--- src/rtl/modulation_segment_swap.sv ---
// Selects which of the two modulation segments drives the read index. Segment
// changes are aligned to the start of the target segment's cycle, and completed
// loops are counted so that finite-repeat playback stops on the last sample.
module modulation_segment_swap #(
  parameter int NumSegment = 2,
  parameter int IdxWidth   = 15,
  parameter int RepWidth   = 16
) (
  input  logic                CLK,
  input  logic                RST,
  input  logic                UPDATE_SETTINGS,
  input  logic                REQ_SEGMENT,
  input  logic [RepWidth-1:0] REP,
  input  logic [IdxWidth-1:0] CYCLE  [NumSegment],
  input  logic [IdxWidth-1:0] IDX_IN [NumSegment],
  output logic                SEGMENT,
  output logic [IdxWidth-1:0] IDX,
  output logic                STOP,
  output logic                SWAPPED
);

  typedef enum logic [1:0] {RUN, WAIT_START, FINISHED} state_t;

  localparam logic [RepWidth-1:0] One = RepWidth'(1);

  state_t                state_q, state_d;
  logic                  seg_d, stop_d, swapped_d;
  logic [IdxWidth-1:0]   idx_d;
  logic [RepWidth-1:0]   cnt_q, cnt_d;
  logic                  pend_seg_q, pend_seg_d;
  logic [RepWidth-1:0]   pend_rep_q, pend_rep_d;
  logic                  wait_stop_q, wait_stop_d;
  logic [IdxWidth-1:0]   prev_idx [NumSegment];
  logic [NumSegment-1:0] wrap;

  logic [IdxWidth-1:0]   cur_idx, cur_cyc;
  logic                  finite, cur_done, cur_dec, swap_now;

  // Per-segment wrap: the index fell below last cycle's value.
  always_comb begin
    wrap = '0;
    for (int unsigned i = 0; i < NumSegment; i++) begin
      wrap[i] = IDX_IN[i] < prev_idx[i];
    end
  end

  // Loop-accounting terms for the active segment and the pending swap trigger.
  always_comb begin
    cur_idx  = IDX_IN[SEGMENT];
    cur_cyc  = CYCLE[SEGMENT];
    finite   = cnt_q != '1;
    cur_done = finite && ((cur_cyc == '0) || (wrap[SEGMENT] && cnt_q == '0));
    cur_dec  = finite && (cur_cyc != '0) && wrap[SEGMENT] && (cnt_q != '0);
    swap_now = wrap[pend_seg_q] || (CYCLE[pend_seg_q] == '0);
  end

  // Next-state and output logic; a settings update overrides wraps and swaps.
  always_comb begin
    state_d     = state_q;
    seg_d       = SEGMENT;
    idx_d       = IDX;
    stop_d      = STOP;
    swapped_d   = 1'b0;
    cnt_d       = cnt_q;
    pend_seg_d  = pend_seg_q;
    pend_rep_d  = pend_rep_q;
    wait_stop_d = wait_stop_q;

    if (UPDATE_SETTINGS) begin
      if (REQ_SEGMENT == SEGMENT) begin
        state_d     = RUN;
        stop_d      = 1'b0;
        cnt_d       = REP;
        idx_d       = cur_idx;
        wait_stop_d = 1'b0;
      end else begin
        state_d     = WAIT_START;
        pend_seg_d  = REQ_SEGMENT;
        pend_rep_d  = REP;
        // An already exhausted old segment stays stopped while the swap is armed.
        wait_stop_d = (state_q == FINISHED) || (state_q == WAIT_START && wait_stop_q);
        idx_d       = wait_stop_d ? IDX : cur_idx;
      end
    end else begin
      case (state_q)
        RUN: begin
          idx_d = cur_idx;
          if (cur_done) begin
            state_d = FINISHED;
            stop_d  = 1'b1;
            idx_d   = cur_cyc;
          end else if (cur_dec) begin
            cnt_d = cnt_q - One;
          end
        end
        WAIT_START: begin
          if (swap_now) begin
            state_d     = RUN;
            seg_d       = pend_seg_q;
            idx_d       = '0;
            stop_d      = 1'b0;
            swapped_d   = 1'b1;
            cnt_d       = pend_rep_q;
            wait_stop_d = 1'b0;
          end else if (!wait_stop_q) begin
            idx_d = cur_idx;
            if (cur_done) begin
              wait_stop_d = 1'b1;
              stop_d      = 1'b1;
              idx_d       = cur_cyc;
            end else if (cur_dec) begin
              cnt_d = cnt_q - One;
            end
          end
        end
        FINISHED: begin
          stop_d = 1'b1;
        end
        default: state_d = RUN;
      endcase
    end
  end

  // State, output and bookkeeping registers.
  always_ff @(posedge CLK or posedge RST) begin
    if (RST) begin
      state_q     <= RUN;
      SEGMENT     <= 1'b0;
      IDX         <= '0;
      STOP        <= 1'b0;
      SWAPPED     <= 1'b0;
      cnt_q       <= '1;
      pend_seg_q  <= 1'b0;
      pend_rep_q  <= '1;
      wait_stop_q <= 1'b0;
    end else begin
      state_q     <= state_d;
      SEGMENT     <= seg_d;
      IDX         <= idx_d;
      STOP        <= stop_d;
      SWAPPED     <= swapped_d;
      cnt_q       <= cnt_d;
      pend_seg_q  <= pend_seg_d;
      pend_rep_q  <= pend_rep_d;
      wait_stop_q <= wait_stop_d;
    end
  end

  // Previous timer indices for wrap detection.
  always_ff @(posedge CLK or posedge RST) begin
    if (RST) begin
      for (int unsigned i = 0; i < NumSegment; i++) prev_idx[i] <= '0;
    end else begin
      for (int unsigned i = 0; i < NumSegment; i++) prev_idx[i] <= IDX_IN[i];
    end
  end

endmodule

--- config.mk ---
export PLATFORM = sky130hd
export DESIGN_NAME = modulation_segment_swap
export DESIGN_NICKNAME = d
export VERILOG_FILES = /design/src/rtl/modulation_segment_swap.sv
export SDC_FILE = /design/constraint.sdc
export NUM_CORES = 1
export LEC_CHECK = 0
export CAP_MARGIN = 25
export CORE_ASPECT_RATIO = 1.5
export CORE_MARGIN = 3
export CORE_UTILIZATION = 45
export DETAILED_ROUTE_END_ITERATION = 10
export HOLD_SLACK_MARGIN = 0.08
export PLACE_DENSITY_LB_ADDON = 0.25
export REMOVE_ABC_BUFFERS = 1
export SETUP_SLACK_MARGIN = 0.5
export SLEW_MARGIN = 15
export SYNTH_ARGS = -nofsm -noshare
export SYNTH_HDL_FRONTEND = slang
export SYNTH_SLANG_ARGS = --single-unit
--- constraint.sdc ---
create_clock -name CLK -period 2.8 [get_ports CLK]
set_input_delay 0.28 -clock CLK [delete_from_list [all_inputs] [get_ports CLK]]
set_output_delay 0.28 -clock CLK [all_outputs]
set_load 0.02 [all_outputs]
==> results of run 1 <==
==> metal layers <==
metal | global-route usage | part of all wire | vias to the layer above
met5 | 0 | 0 | -
met4 | 0.118 | 0.043 | 0
met3 | 0.0397 | 0.054 | 53
met2 | 0.435 | 0.53 | 178
met1 | 0.272 | 0.37 | 2376
li1 | - | - | 2260
==> where the power goes <==
part / switching, mW / total, mW / internal, mW
logic: 1.54 / 3.06 / 1.53
registers: 0.384 / 2.17 / 1.78
clock network: 0.492 / 1.26 / 0.765
==> per-stage QoR <==
stage | std cells | cell area (um2)
3_3_place_gp | 807 | 6780
4_1_cts | 830 | 7350
2_1_floorplan | 494 | 5080
6_report | 835 | 7780
5_1_grt | 835 | 7780
3_5_place_dp | 807 | 6780
==> kinds of logic after synthesis <==
| logic type | count (synthesis) | synth area share |
|---|---|---|
| AO/OA/AOI/OAI | 127 | 0.196 |
| XOR/XNOR | 1 | 0.00167 |
| adder cells (fa/ha/maj) | 33 | 0.0786 |
| buffers and inverters | 67 | 0.0603 |
| flip-flops | 84 | 0.408 |
| multiplexers | 47 | 0.100 |
| AND/OR/NAND/NOR | 163 | 0.155 |
==> final timing paths <==
check / from / to / slack [ps] / cells after the start
hold / removal: IDX_IN[24] / prev_idx[24] / 130 / 1
min in group asynchronous: RST / prev_idx[1] / 190 / 2
setup / recovery: IDX_IN[23] / cnt_q[8] / 30 / 12
setup reg to reg: prev_idx[23] / cnt_q[8] / 40 / 12
max in group asynchronous: RST / pend_rep_q[0] / 1750 / 3
hold reg to reg: pend_rep_q[0] / pend_rep_q[0] / 490 / 2
==> layout by cell type (no fill, tap or decap), drive strengths merged, types with 3 or more instances in the layout <==
cell           Yosys  routed
o221ai             6       6
buf               16      81
clkinv             0       4
or3                6       6
and3               5       5
a31oi              6       6
a211oi             7       7
a41oi             16      16
o31ai              9       9
mux2              45      45
ha                33      33
dfrtp             52      52
inv               39      38
nor3               8       8
and2               4       4
o22a              10      10
a21o               5       5
dfstp             32      32
clkdlybuf4s50      0      88
nor3b              5       5
nand2             43      43
nor2b              3       3
nand4              7       7
clkbuf            12      13
nor4              10      10
o21a               6       6
a2bb2oi            5       5
nor2              25      25
a21oi             27      27
dlymetal6s2s       0       8
nand2b            10      10
o21ai             14      14
nand3             34      34
==> worst max-delay path: stages <==
cell	delay, ps
clkdlybuf4s50_1	500
ha_1	260
a21o_1	160
a221o_1	330
a221oi_2	270
o211ai_1	170
a211oi_2	380
buf_4	220
buf_6	110
nand2_1	60
a21oi_2	160
a2bb2oi_2	150
==> final cells by class <==
| type | instances | area share |
|---|---|---|
| clock buffers | 12 | 0.0344 |
| clock inverters | 4 | 0.00579 |
| inverters | 39 | 0.0190 |
| multi-input cells | 371 | 0.423 |
| flip-flops and latches | 84 | 0.275 |
| well taps | 147 | 0.0236 |
| repair buffers | 178 | 0.219 |
==> state kept, by name, indices dropped and copies added (netlist names) <==
name / flops
prev_idx: 30
SWAPPED: 1
SEGMENT: 1
state_q: 2
pend_seg_q: 1
IDX: 15
cnt_q: 16
wait_stop_q: 1
pend_rep_q: 16
STOP: 1
==> timing repair <==
item / 4_1_cts / 5_1_grt
buffers inserted: 5 / 3
hold endpoints to repair: 0 / 0
gates cloned: 2 / 2
pin swaps: 34 / 46
gates resized for setup: 48 / 73
endpoints found under the setup margin: 37 / 37
==> results.yml, run 1 <==
timing:
  fmax_ghz: 0.361
  worst_pin_slew_ps: 564
  fin_crit_sh: 0.990
  min_period_ps: 2770
  rsz0062_at_grt: "yes"
  setup_violations: 0
  slew_headroom: 0.624
  slew_viol_final: 0
  setup_tns_ps: 0
  setup_slack_ps: 27.0
  fin_skew_ps: 6.98
  fin_hold_ws_ps: 129
  hold_violations: 0
synthesis:
  synth-main-ff-cell: "dfrtp_1"
  synth_cells: 522
  synth-edff-count: 0
  syn_area_um2: 5250
  ys_seq_area_frac: 0.408
  synth_common_cells: "52 x dfrtp_1, 45 x mux2_2, 43 x nand2_1"
  synthTopCellsByArea: "dfrtp_1 25%, dfstp_2 16%, mux2_2 9.6%"
  ys_ff_latch: 84
  synth_top_area_share: 0.248
  yosysMostFrequentCell: "dfrtp_1"
  synthDistinctLibCells: 57
  ys_warn_count: 0
  yosysTopAreaCell: "dfrtp_1"
  async_reset_ff_frac: 1.00
  syn_area_per_cell_um2: 10.1
layout:
  layout.nets: 796
  diodes: 0
  multi_input_area_um2: 3290
  syn2layout_area_growth_pct: 48.1
  utilization: 0.692
  regArea_um2: 2140
  drive_above_1_share: 0.388
  fillers: 818
clock_tree:
  clk_latency_ps: 350
  htree_levels: 3
  clk_pin_slew_ps: 60
  cts_hold_repair.buffers: 0
  cts-root-buf: "clkbuf_16"
  clock_path_buffers: 2
  cts_tree: "built"
  clkSinkCount: 84
  cts_buffers: 9
global_route:
  grt_usage: 0.242
  grt_pass1_wl_um: 25000
  grt_overflow: 0
  grt_start_max_net_pins: 43
  grt_pass1_vias: 5083
  antenna_found_initial: 0
place:
  hpwl_um: 11100
  gp_congestion: 0.909
  numPortBuffers: 97
  place_worst_setup_slack_ps: -311
run:
  max-cap-violations: 0
power:
  power_mw: 6.49
  powerDensity_nw_per_um2: 834
  p_leak_nw: 3.24
  ir_drop_v: 0.000544
floorplanning:
  io_pins: 98
  core_um2: 11200
  fp.dieW_um: 94.2
  die_h_um: 138
  start_util: 0.468
  dieArea_um2: 13000
  rows: 47
status:
  outcome: "completed"
worst_setup_path:
  crit_path_end_kind: "register"
  path_max_fanout: 5
  cp.arrival_ps: 3050
  worst-endpoint-required_ps: 3080
  critical_path_class: "in2reg"
  critical_path.startpoint_type: "input port"
route:
  drt-total-wl_um: 16200
  drt-vias-per-instance: 5.83
  num_vias: 4867
  wire_per_inst_um: 19.4
  drt_first_pass_iters: 5
  drc: 0
  first_iter_violations: 287
  ant_nets: 0
hold_path:
  hold_class: "in2reg"
Note: power is estimated with default switching activity, not from simulation.
==> inputs of run 2 (changes only) <==
CTS_CLUSTER_SIZE = 28   (was default)
==> results of run 2 <==
Final layout, timing and power as in run 1 (identical DEF).
==> inputs of run 3 (changes only) <==
CELL_PAD_IN_SITES_DETAIL_PLACEMENT = 0   (was default)
CELL_PAD_IN_SITES_GLOBAL_PLACEMENT = 1   (was default)
CORE_UTILIZATION = 41   (was 45)
SLEW_MARGIN = 20   (was 15)
==> results.yml, run 3 (synthesis gave the netlist of run 1 again) <==
worst_setup_path:
  reg2reg_from: "prev_idx[24]"
  r2r_cells: 11
  timing.critical_path.buf_inv: 2
  crit_path_end_kind: "register"
  worst-endpoint-required_ps: 3060
  cp.depth: 11
  ff2ff_setup_slack_ps: 30
  slowest_delay_ps: 330
  critPathSlowestCell: "dfrtp_1"
  path_max_fanout: 7
  r2r_end: "IDX[1]"
  critical_path_class: "reg2reg"
  critical_path.startpoint_type: "register"
  cp.arrival_ps: 3020
  worstPathCellList: "inv_1 -> ha_1 -> and2_4 -> a221o_1 -> a221oi_2 -> o211ai_1 -> a21bo_2 -> a211oi_4 -> buf_6 -> nand3_2 -> a41oi_2"
  crit_family: "compound AO/OA/AOI/OAI gates"
layout:
  final_common_cell: "clkdlybuf4s50_1"
  layout.nets: 793
  largest_reg_flops: 30
  syn2layout_area_growth_pct: 44.3
  utilization: 0.606
  fillers: 1086
  drive_above_1_share: 0.374
  diodes: 0
  top_register: "prev_idx"
  largestRegisters: "prev_idx: 30 flops, cnt_q: 16 flops, pend_rep_q: 16 flops"
  final_cell_mix: "91 x clkdlybuf4s50_1, 62 x buf_4, 51 x dfrtp_1"
timing:
  fin_crit_sh: 0.988
  setup_tns_ps: 0
  hold_violations: 0
  fin_skew_ps: 9.19
  worst_pin_slew_ps: 677
  slew_headroom: 0.548
  fin_hold_ws_ps: 200
  min_period_ps: 2770
  setup_violations: 0
  rsz0062_at_grt: "yes"
  slew_viol_final: 0
  fmax_ghz: 0.361
clock_tree:
  cts_tree: "built"
  cts-root-buf: "clkbuf_16"
  clkSinkCount: 84
  clk_latency_ps: 340
  cts_buffers: 9
  htree_levels: 3
  clk_pin_slew_ps: 60
  cts_hold_repair.buffers: 0
  clock_path_buffers: 2
power:
  ir_drop_v: 0.000454
  power_mw: 6.16
  powerDensity_nw_per_um2: 813
  p_leak_nw: 3.13
global_route:
  grt_overflow: 0
  top_usage_layer: "met2"
  grt_start_max_net_pins: 37
  antenna_found_initial: 0
  met1_usage: 0.243
  grtUsageMet3: 0.0362
  grt_pass1_vias: 5133
  grt_pass1_wl_um: 25100
  grt_use_met2: 0.412
  grt_usage: 0.221
route:
  wire_per_inst_um: 18.7
  drt-total-wl_um: 15700
  num_vias: 4848
  first_iter_violations: 126
  drt-vias-per-instance: 5.76
  drt_first_pass_iters: 4
  ant_nets: 0
  drc: 0
run:
  max-cap-violations: 0
hold_path:
  hold_start: "IDX_IN[24]"
  hold_end: "prev_idx[24]"
  hold_class: "in2reg"
  min_path_cells: 2
floorplanning:
  io_pins: 98
  core_um2: 12500
  dieArea_um2: 14200
  fp.dieW_um: 98.4
  rows: 50
  die_h_um: 145
  start_util: 0.420
status:
  outcome: "completed"
place:
  numPortBuffers: 97
  hpwl_um: 11600
  gp_congestion: 0.905
-- run 3: cell count changes in the layout (fill, tap and decap cells not counted), sizes merged --
cell,before,now
bufinv,1,0
dlygate4sd2,0,2
buf,81,76
clkdlybuf4s50,88,91
dlymetal6s2s,8,3
a21o,5,8
-- run 3: timing repair --
item                                    4_1_cts  5_1_grt
endpoints found under the setup margin       38       37
pin swaps                                    50       35
gates cloned                                  2        1
buffers inserted                              2        2
endpoints found under the hold margin         0        0
gates resized for setup                      59       35
-- run 3: metrics by stage --
step                setup slack, ps  cells  instance area [um2]
finish                         32.7    841                 7580
global route                  -84.4    841                 7580
CTS                            2.67    838                 7380
detailed placement             -413    818                 6830
global placement               -363    818                 6830
floorplan                      -889    494                 5080
-- run 3: cell type report --
type | count | area, um2 | area share
multi-input cells | 374 | 3210 | 0.423
flip-flops and latches | 84 | 2140 | 0.283
repair buffers | 172 | 1620 | 0.214
clock buffers | 13 | 250 | 0.0330
well taps | 156 | 195 | 0.0258
inverters | 39 | 148 | 0.0195
clock inverters | 3 | 15.0 | 0.00198
-- run 3: worst register-to-register path, delay by kind of cell (launching register included) --
kind	cells	cell delay [ps]
AOI/OAI and AO/OA	6	1610
adders and majority gates	1	290
and+or+nand+nor	2	230
buffers and inverters	2	230
DFF	1	330
-- run 3: worst max path at each step --
stage                             from  endpoint
after CTS                 prev_idx[10]    IDX[2]
final                     prev_idx[24]    IDX[1]
after detailed placement    IDX_IN[23]    IDX[2]
after global placement       IDX_IN[8]    IDX[4]
after floorplan                SEGMENT   IDX[14]
after global routing      prev_idx[24]    IDX[1]
-- run 3: per-layer routing --
layer,vias to the layer above,share of wire,wire length [um]
met1,2393,0.39,6050
met3,46,0.044,683
met5,-,0,0
li1,2254,-,-
met4,0,0.034,539
met2,155,0.54,8420
-- run 3: report_power, final --
part	leakage, nW	total, mW	switching [mW]	internal [mW]
registers	0.947	2.16	0.380	1.78
logic	2.05	2.90	1.42	1.48
clock network	0.133	1.10	0.474	0.622
total	3.13	6.16	2.27	3.88
